$ cat src/rtl/bram_fifo_ctrl_pkg.sv
// Shared types for the BRAM-backed streaming FIFO controller.
package bram_fifo_ctrl_pkg;

   localparam int BUF_SLOTS = 2;

   typedef logic [1:0] buf_cnt_t;

endpackage

$ cat src/rtl/bram_fifo_ctrl.sv
// Streaming FIFO controller driving a dual-port BRAM: port A writes, port B reads,
// and a 2-entry output buffer hides port B's registered read latency.
module bram_fifo_ctrl
   import bram_fifo_ctrl_pkg::*;
#(
   parameter int DATA_WIDTH = 8,
   parameter int ADDR_WIDTH = 4
) (
   input  logic                  clk,
   input  logic                  rst_n,
   input  logic                  clr,
   input  logic                  s_valid,
   output logic                  s_ready,
   input  logic [DATA_WIDTH-1:0] s_data,
   output logic                  m_valid,
   input  logic                  m_ready,
   output logic [DATA_WIDTH-1:0] m_data,
   output logic [ADDR_WIDTH+1:0] count,
   output logic                  full,
   output logic                  empty,
   output logic                  ram_en_a,
   output logic                  ram_we_a,
   output logic [ADDR_WIDTH-1:0] ram_addr_a,
   output logic [DATA_WIDTH-1:0] ram_din_a,
   output logic                  ram_en_b,
   output logic                  ram_we_b,
   output logic [ADDR_WIDTH-1:0] ram_addr_b,
   input  logic [DATA_WIDTH-1:0] ram_dout_b
);

   localparam int DEPTH = 1 << ADDR_WIDTH;
   localparam int CAP   = DEPTH + 2;
   localparam int CW    = ADDR_WIDTH + 2;
   localparam logic [ADDR_WIDTH:0] DEPTH_V = (ADDR_WIDTH+1)'(DEPTH);

   logic [ADDR_WIDTH:0]   wr_ptr;
   logic [ADDR_WIDTH:0]   rd_ptr;
   logic [ADDR_WIDTH:0]   ram_cnt;
   logic                  inflight_p1;
   buf_cnt_t              buf_cnt;
   buf_cnt_t              buf_cnt_popped;
   logic [DATA_WIDTH-1:0] buf_p0;
   logic [DATA_WIDTH-1:0] buf_p1;
   logic [2:0]            occ_after_pop;
   logic                  push;
   logic                  pop;
   logic                  issue;

   assign ram_cnt = wr_ptr - rd_ptr;

   // A push offered during clr still sees s_ready but is dropped with the flush.
   assign s_ready = rst_n && (ram_cnt < DEPTH_V);
   assign push    = s_valid && s_ready && !clr;

   assign m_valid        = (buf_cnt != '0);
   assign m_data         = buf_p0;
   assign pop            = m_valid && m_ready;
   assign buf_cnt_popped = buf_cnt - buf_cnt_t'(pop);

   // Issue only if the word can land in the buffer next cycle, counting the one already in flight.
   assign occ_after_pop = 3'(buf_cnt) + 3'(inflight_p1) - 3'(pop);
   assign issue         = rst_n && !clr && (ram_cnt != '0) && (occ_after_pop <= 3'(BUF_SLOTS - 1));

   assign count = CW'(ram_cnt) + CW'(inflight_p1) + CW'(buf_cnt);
   assign full  = (count == CW'(CAP));
   assign empty = (count == '0);

   assign ram_en_a   = push;
   assign ram_we_a   = push;
   assign ram_addr_a = wr_ptr[ADDR_WIDTH-1:0];
   assign ram_din_a  = s_data;
   assign ram_en_b   = issue;
   assign ram_we_b   = 1'b0;
   assign ram_addr_b = rd_ptr[ADDR_WIDTH-1:0];

   // Stage p0 -> p1: pointer bookkeeping and read-issue tracking
   always_ff @(posedge clk) begin
      if (!rst_n || clr) begin
         wr_ptr      <= '0;
         rd_ptr      <= '0;
         inflight_p1 <= 1'b0;
      end else begin
         if (push)
            wr_ptr <= wr_ptr + 1'b1;
         if (issue)
            rd_ptr <= rd_ptr + 1'b1;
         inflight_p1 <= issue;
      end
   end

   // Stage p1 -> output: capture RAM read data into the first free slot after the pop
   always_ff @(posedge clk) begin
      if (!rst_n || clr)
         buf_cnt <= '0;
      else
         buf_cnt <= buf_cnt_popped + buf_cnt_t'(inflight_p1);

      if (pop)
         buf_p0 <= buf_p1;
      if (inflight_p1) begin
         if (buf_cnt_popped == '0)
            buf_p0 <= ram_dout_b;
         else
            buf_p1 <= ram_dout_b;
      end
   end

endmodule

$ cat config.mk
export PLATFORM = sky130hd
export DESIGN_NAME = bram_fifo_ctrl
export DESIGN_NICKNAME = d
export VERILOG_FILES = /design/src/rtl/bram_fifo_ctrl_pkg.sv /design/src/rtl/bram_fifo_ctrl.sv
export SDC_FILE = /design/constraint.sdc
export NUM_CORES = 1
export LEC_CHECK = 0
export CAP_MARGIN = 10
export CORE_MARGIN = 3
export CORE_UTILIZATION = 45
export DETAILED_ROUTE_END_ITERATION = 16
export GPL_TIMING_DRIVEN = 0
export PLACE_DENSITY = 0.83
export REMOVE_ABC_BUFFERS = 1
export SYNTH_ARGS = -nofsm -noshare
export SYNTH_HDL_FRONTEND = slang
export SYNTH_SLANG_ARGS = --single-unit
$ cat constraint.sdc
create_clock -name clk -period 3.7 [get_ports clk]
set_input_delay 0.74 -clock clk [delete_from_list [all_inputs] [get_ports clk]]
set_output_delay 0.74 -clock clk [all_outputs]
set_load 0.02 [all_outputs]
After elaboration in Yosys (flattened, before gate mapping)
Index checks and enable logic that the tools add are counted.

word-level totals
  bits in registers = 29
  bits in latches = 0
  bits in writable memories = 0
  memory bits (read-only) = 0
  bits of input ports = 21
  output and inout bits = 38
  logic and storage cells = 37
  memories = 0

cells by class
  add/sub/neg operators = 9
  multiply operators = 0
  divide/modulo/power cells = 0
  order comparisons = 2
  equal/unequal tests = 1
  shift operators = 0
  mux-type cells = 3
  bitwise gates (word level) = 1
  reductions and logical operators = 15

operators by type and width
  cell                 number
  $mux 8               3
  $add 5x1->5 const B  2
  $logic_and 1x1->1    7
  $add 5x1->6          1
  $add 6x2->6          1
  $eq 6x5->1 const B   1
  $logic_not 6->1      1
  $lt 5x5->1 const B   1
  $reduce_bool 5->1    1
  $sub 5x5->5          1
  $add 2x1->3          1
  $le 3x1->1 const B   1
  $sub 3x1->3          1
  $add 2x1->2          1
  $logic_not 1->1      2
  $logic_not 2->1      1
  $reduce_and 2->1     1
  $reduce_bool 2->1    1
  $sub 2x1->2          1
  $logic_or 1x1->1     1
  $not 1->1            1

Longest topological paths before layout
  word-level depth = 6
  mapped depth = 11
  depth with buffers taken out = 11

Worst setup path before layout
OpenSTA, ideal clock, no wires.

  kind = flip-flop to output port
  start point = reg rd_ptr[0]
  end point = out full
  arrival time = 2.945 ns
  slack = 0.015 ns
  cell stages (with the launch flop) = 9
  path buffers = 0
  cell sequence = dfxtp_1 -> ha_1 -> inv_1 -> fa_1 -> inv_1 -> fa_1 -> xnor2_1 -> or2_1 -> a2111oi_1

on the way
  word-level cells in the longest chain between the ends = 4

RTL lines
  element                 line                  text
  from (decl)             bram_fifo_ctrl.sv:37  logic [ADDR_WIDTH:0] rd_ptr;
  from (signal assigned)  bram_fifo_ctrl.sv:86  rd_ptr <= rd_ptr + 1'b1;
  $sub 5x5->5             bram_fifo_ctrl.sv:49  assign ram_cnt = wr_ptr - rd_ptr;
  $add 5x1->6             bram_fifo_ctrl.sv:64  assign count = CW'(ram_cnt) + CW'(inflight_p1) + CW'(buf_cnt);
  $add 6x2->6             bram_fifo_ctrl.sv:64
  via count[2]            bram_fifo_ctrl.sv:18  output logic [ADDR_WIDTH+1:0] count,
  $eq 6x5->1              bram_fifo_ctrl.sv:65  assign full = (count == CW'(CAP));
  to (decl)               bram_fifo_ctrl.sv:19  output logic full,

The timed path passes the listed nets, and every way through them passes these cells.

Worst setup path in the final report
  start point = reg wr_ptr[0]
  end point = out empty

on the way
  word-level cells in the longest chain between the ends = 4

RTL lines
  element                 line                  text
  from (decl)             bram_fifo_ctrl.sv:36  logic [ADDR_WIDTH:0] wr_ptr;
  from (signal assigned)  bram_fifo_ctrl.sv:84  wr_ptr <= wr_ptr + 1'b1;
  $sub 5x5->5             bram_fifo_ctrl.sv:49
  $add 5x1->6             bram_fifo_ctrl.sv:64
  $add 6x2->6             bram_fifo_ctrl.sv:64
  $logic_not 6->1         bram_fifo_ctrl.sv:66  assign empty = (count == '0);
  to (decl)               bram_fifo_ctrl.sv:20  output logic empty,

Every way passes these cells.

==> flow_metrics.py <==
metrics = {
    "run_status": {
        "outcome": "finished clean",
    },
    "worst_setup_path": {
        "worst_setup_path_start_kind": "register",
        "cp_slowest_stage_delay_ns": 0.56,
        "worstPathMaxFanout": 4,
        "reg2reg_slack_ns": 1.28,
        "cp.arrival_ns": 2.91,
        "cp-end-kind": "primary output",
        "timing.critical_path.slowest_stage_cell": "fa_2",
        "critical_path.cell_chain": "inv_2, ha_2, inv_1, fa_2, inv_1, fa_2, nor2_1, and3_4, xor2_4, inv_2, a2111oi_4, buf_4",
        "r2r_end": "rd_ptr[0]",
        "reg2reg_depth": 7,
        "critPathTopFamily": "adder cells",
        "timing_worst_setup_path_type": "reg2out",
        "worst_reg2reg_path_startpoint": "rd_ptr[2]",
        "path_buf_inv": 5,
        "data_required_time_of_the_worst_path_ns": 2.96,
    },
    "floorplanning": {
        "fp.dieW_um": 68.9,
        "die_height_um": 68.9,
        "initial_core_utilization": 0.476,
        "row_count": 22,
        "dieArea_mm2": 0.00475,
        "core_region_area_mm2": 0.00374,
        "ios": 59,
    },
    "logic_synthesis": {
        "syn_inst": 187,
        "synth_seq_area_share": 0.371,
        "ys.warnings.count": 0,
        "synth_area_leaders": "dfxtp_1, edfxtp_1, buf_4, mux2i_1, ha_1",
        "netlist.top_cell.by_area": "dfxtp_1",
        "ys_seq_elements": 29,
        "yosys.cell_types.count": 40,
        "syn_area_mm2": 0.00178,
        "area_fraction_of_the_dominant_cell_type_after_synthesis": 0.236,
        "synthesis.area_per_instance_um2": 9.52,
    },
    "global_routing": {
        "antenna_found_initial": 0,
        "first_global_vias": 1325,
        "grt_first_pass_wirelength_um": 5840,
        "global_route_total_overflow": 0,
        "gr-usage-all-layers": 0.166,
        "pin_count_of_the_biggest_net_entering_global_routing": 17,
    },
    "cts": {
        "clockBufferDepth": 2,
        "htree_levels": 2,
        "cts_made_buffers": 5,
        "cts.clk_slew.worst_paths_ns": 0.07,
        "cts_tree": "built",
        "number_of_hold_repair_buffers_added_at_the_cts_stage": 0,
        "cts.root.buffer_cell": "clkbuf_8",
        "clock-sinks": 29,
        "clock_insertion_delay_worst_skew_ns": 0.28,
    },
    "route": {
        "number_of_detailed_route_iterations_in_the_first_pass": 4,
        "drt_drc_violations_left": 0,
        "drt_iter0_markers": 54,
        "dr_total_vias": 1333,
        "routed_wl_um": 3640,
        "avgRoutedWirePerCell_um": 13.7,
        "detail_route.vias_per_cell": 5.03,
        "ant_nets": 0,
    },
    "placement": {
        "dpl_worst_slack_ns": -0.500,
        "gp_congestion": 0.753,
        "place.port_buffers": 41,
        "dpl.hpwl_um": 2660,
    },
    "sta": {
        "hold_ws_ns": 0.484,
        "layout_min_cycle_time_ns": 3.65,
        "setup_viol": 0,
        "tightest_slew_ns": 0.519,
        "timing.fmax_mhz": 274,
        "report.final.hold_viol_count": 0,
        "layout_worst_path_cycle_share": 0.986,
        "fin_skew_ns": 0.00724,
        "worst_slew_margin_rel": 0.654,
        "final_critical_path_setup_slack_ns": 0.0511,
        "maxSlewViolCount": 0,
        "unrepaired_setup_endpoints_after_global_routing": "yes",
    },
    "power": {
        "power_density_mw_per_mm2": 707,
        "p_total_uw": 1610,
        "leakagePower_uw": 0.00101,
        "irDropWorstVdd_mv": 0.329,
    },
    "worst_hold_path": {
        "min_delay_worst_endpoint": "rd_ptr[4]",
        "min-delay-start": "rd_ptr[4]",
        "min_delay_path_depth": 2,
        "holdCritPathClass": "reg2reg",
    },
    "layout": {
        "antenna_cells_inserted": 0,
        "mostFrequentLayoutCells": "clkdlybuf4s50_1, dfxtp_1, inv_1",
        "layout-area-overhead-vs-synth_pct": 28.2,
        "final_nets": 251,
        "final_layout_size_suffix_gt1_frac": 0.175,
        "final_common_cell": "clkdlybuf4s50_1",
        "post-route-util": 0.610,
    },
    "run": {
        "max-cap-violations": 0,
    },
}
==> synthesized netlist by cell type (all sizes together) <==
library cell  count
nand2            11
or3               1
xnor2             6
a2111oi           3
or3b              1
and3b             1
and3              5
nor3              1
a21o              3
nand3             2
fa                4
or2               3
and2              3
mux2i            13
xor2              4
nand3b            1
dfxtp            21
nor2             13
o211ai            3
a21oi            14
nand2b            2
ha               10
nor2b             1
buf              19
nand4             3
edfxtp            8
o21ai             4
inv              20
o31ai             2
o21a              1
clkbuf            3
conb              1
==> final cells by class <==
cell class                 instances  area [µm²]
clock buffer                       6        72.6
tap                               48        60.1
multi-input combinational        116         970
inverter                          20        75.1
clock inverter                     2        10.0
timing repair buffer              44         429
sequential                        29         666
fill                             322        1460
==> metal layers <==
metal  GRT usage  share of wire
met1       0.203           0.43
met2       0.260           0.50
met3      0.0583          0.048
met4      0.0803          0.022
met5           0              0
==> worst min-delay path, stage by stage (launching register included) <==
cell     delay (ns)
dfxtp_1        0.33
nand2_1        0.06
mux2i_1        0.05
==> timing repair <==
| action | CTS | global route |
|---|---|---|
| gates resized for setup | 21 | 17 |
| buffers inserted | 1 | 2 |
| setup endpoints to repair | 8 | 8 |
| pin swaps | 0 | 6 |
==> power by group <==
group	leakage, µW	switching [µW]	internal [µW]
Clock	0.0000450	119	130
Combinational	0.000717	500	431
Sequential	0.000246	43.7	391
==> sequential cells by signal, summed over array words and instances, names as in the netlist <==
signal       flops
inflight_p1      1
wr_ptr           5
m_data           8
rd_ptr           5
buf_p1           8
buf_cnt          2
==> cells by family after synthesis <==
family	Yosys count	synth area share
AOI/OAI and AO/OA	30	0.123
DFF	29	0.371
muxes	13	0.0731
and+or+nand+nor	48	0.139
buffers and inverters	42	0.127
xor gates and xnor gates	10	0.0492
other	1	0.00211
adders and majority gates	14	0.115
==> through the flow <==
step / cells / instance area [µm²] / TNS (ns)
floorplan: 165 / 1630 / -0.139
global placement: 254 / 2100 / -1.14
detailed placement: 254 / 2100 / -1.44
CTS: 263 / 2200 / -0.190
global route: 265 / 2280 / -0.0613
finish: 265 / 2280 / 0
==> how the worst max path moves through the flow <==
stage | from | to | slack, ns | depth (start not counted)
floorplan | rd_ptr[0] | full | -0.14 | 8
global placement | m_ready | ram_en_b | -0.45 | 12
detailed placement | m_ready | ram_en_b | -0.50 | 12
CTS | wr_ptr[0] | empty | -0.13 | 12
global route | wr_ptr[0] | empty | -0.06 | 12
finish | wr_ptr[0] | empty | 0.05 | 12
Power figures use the tool's default switching activity.
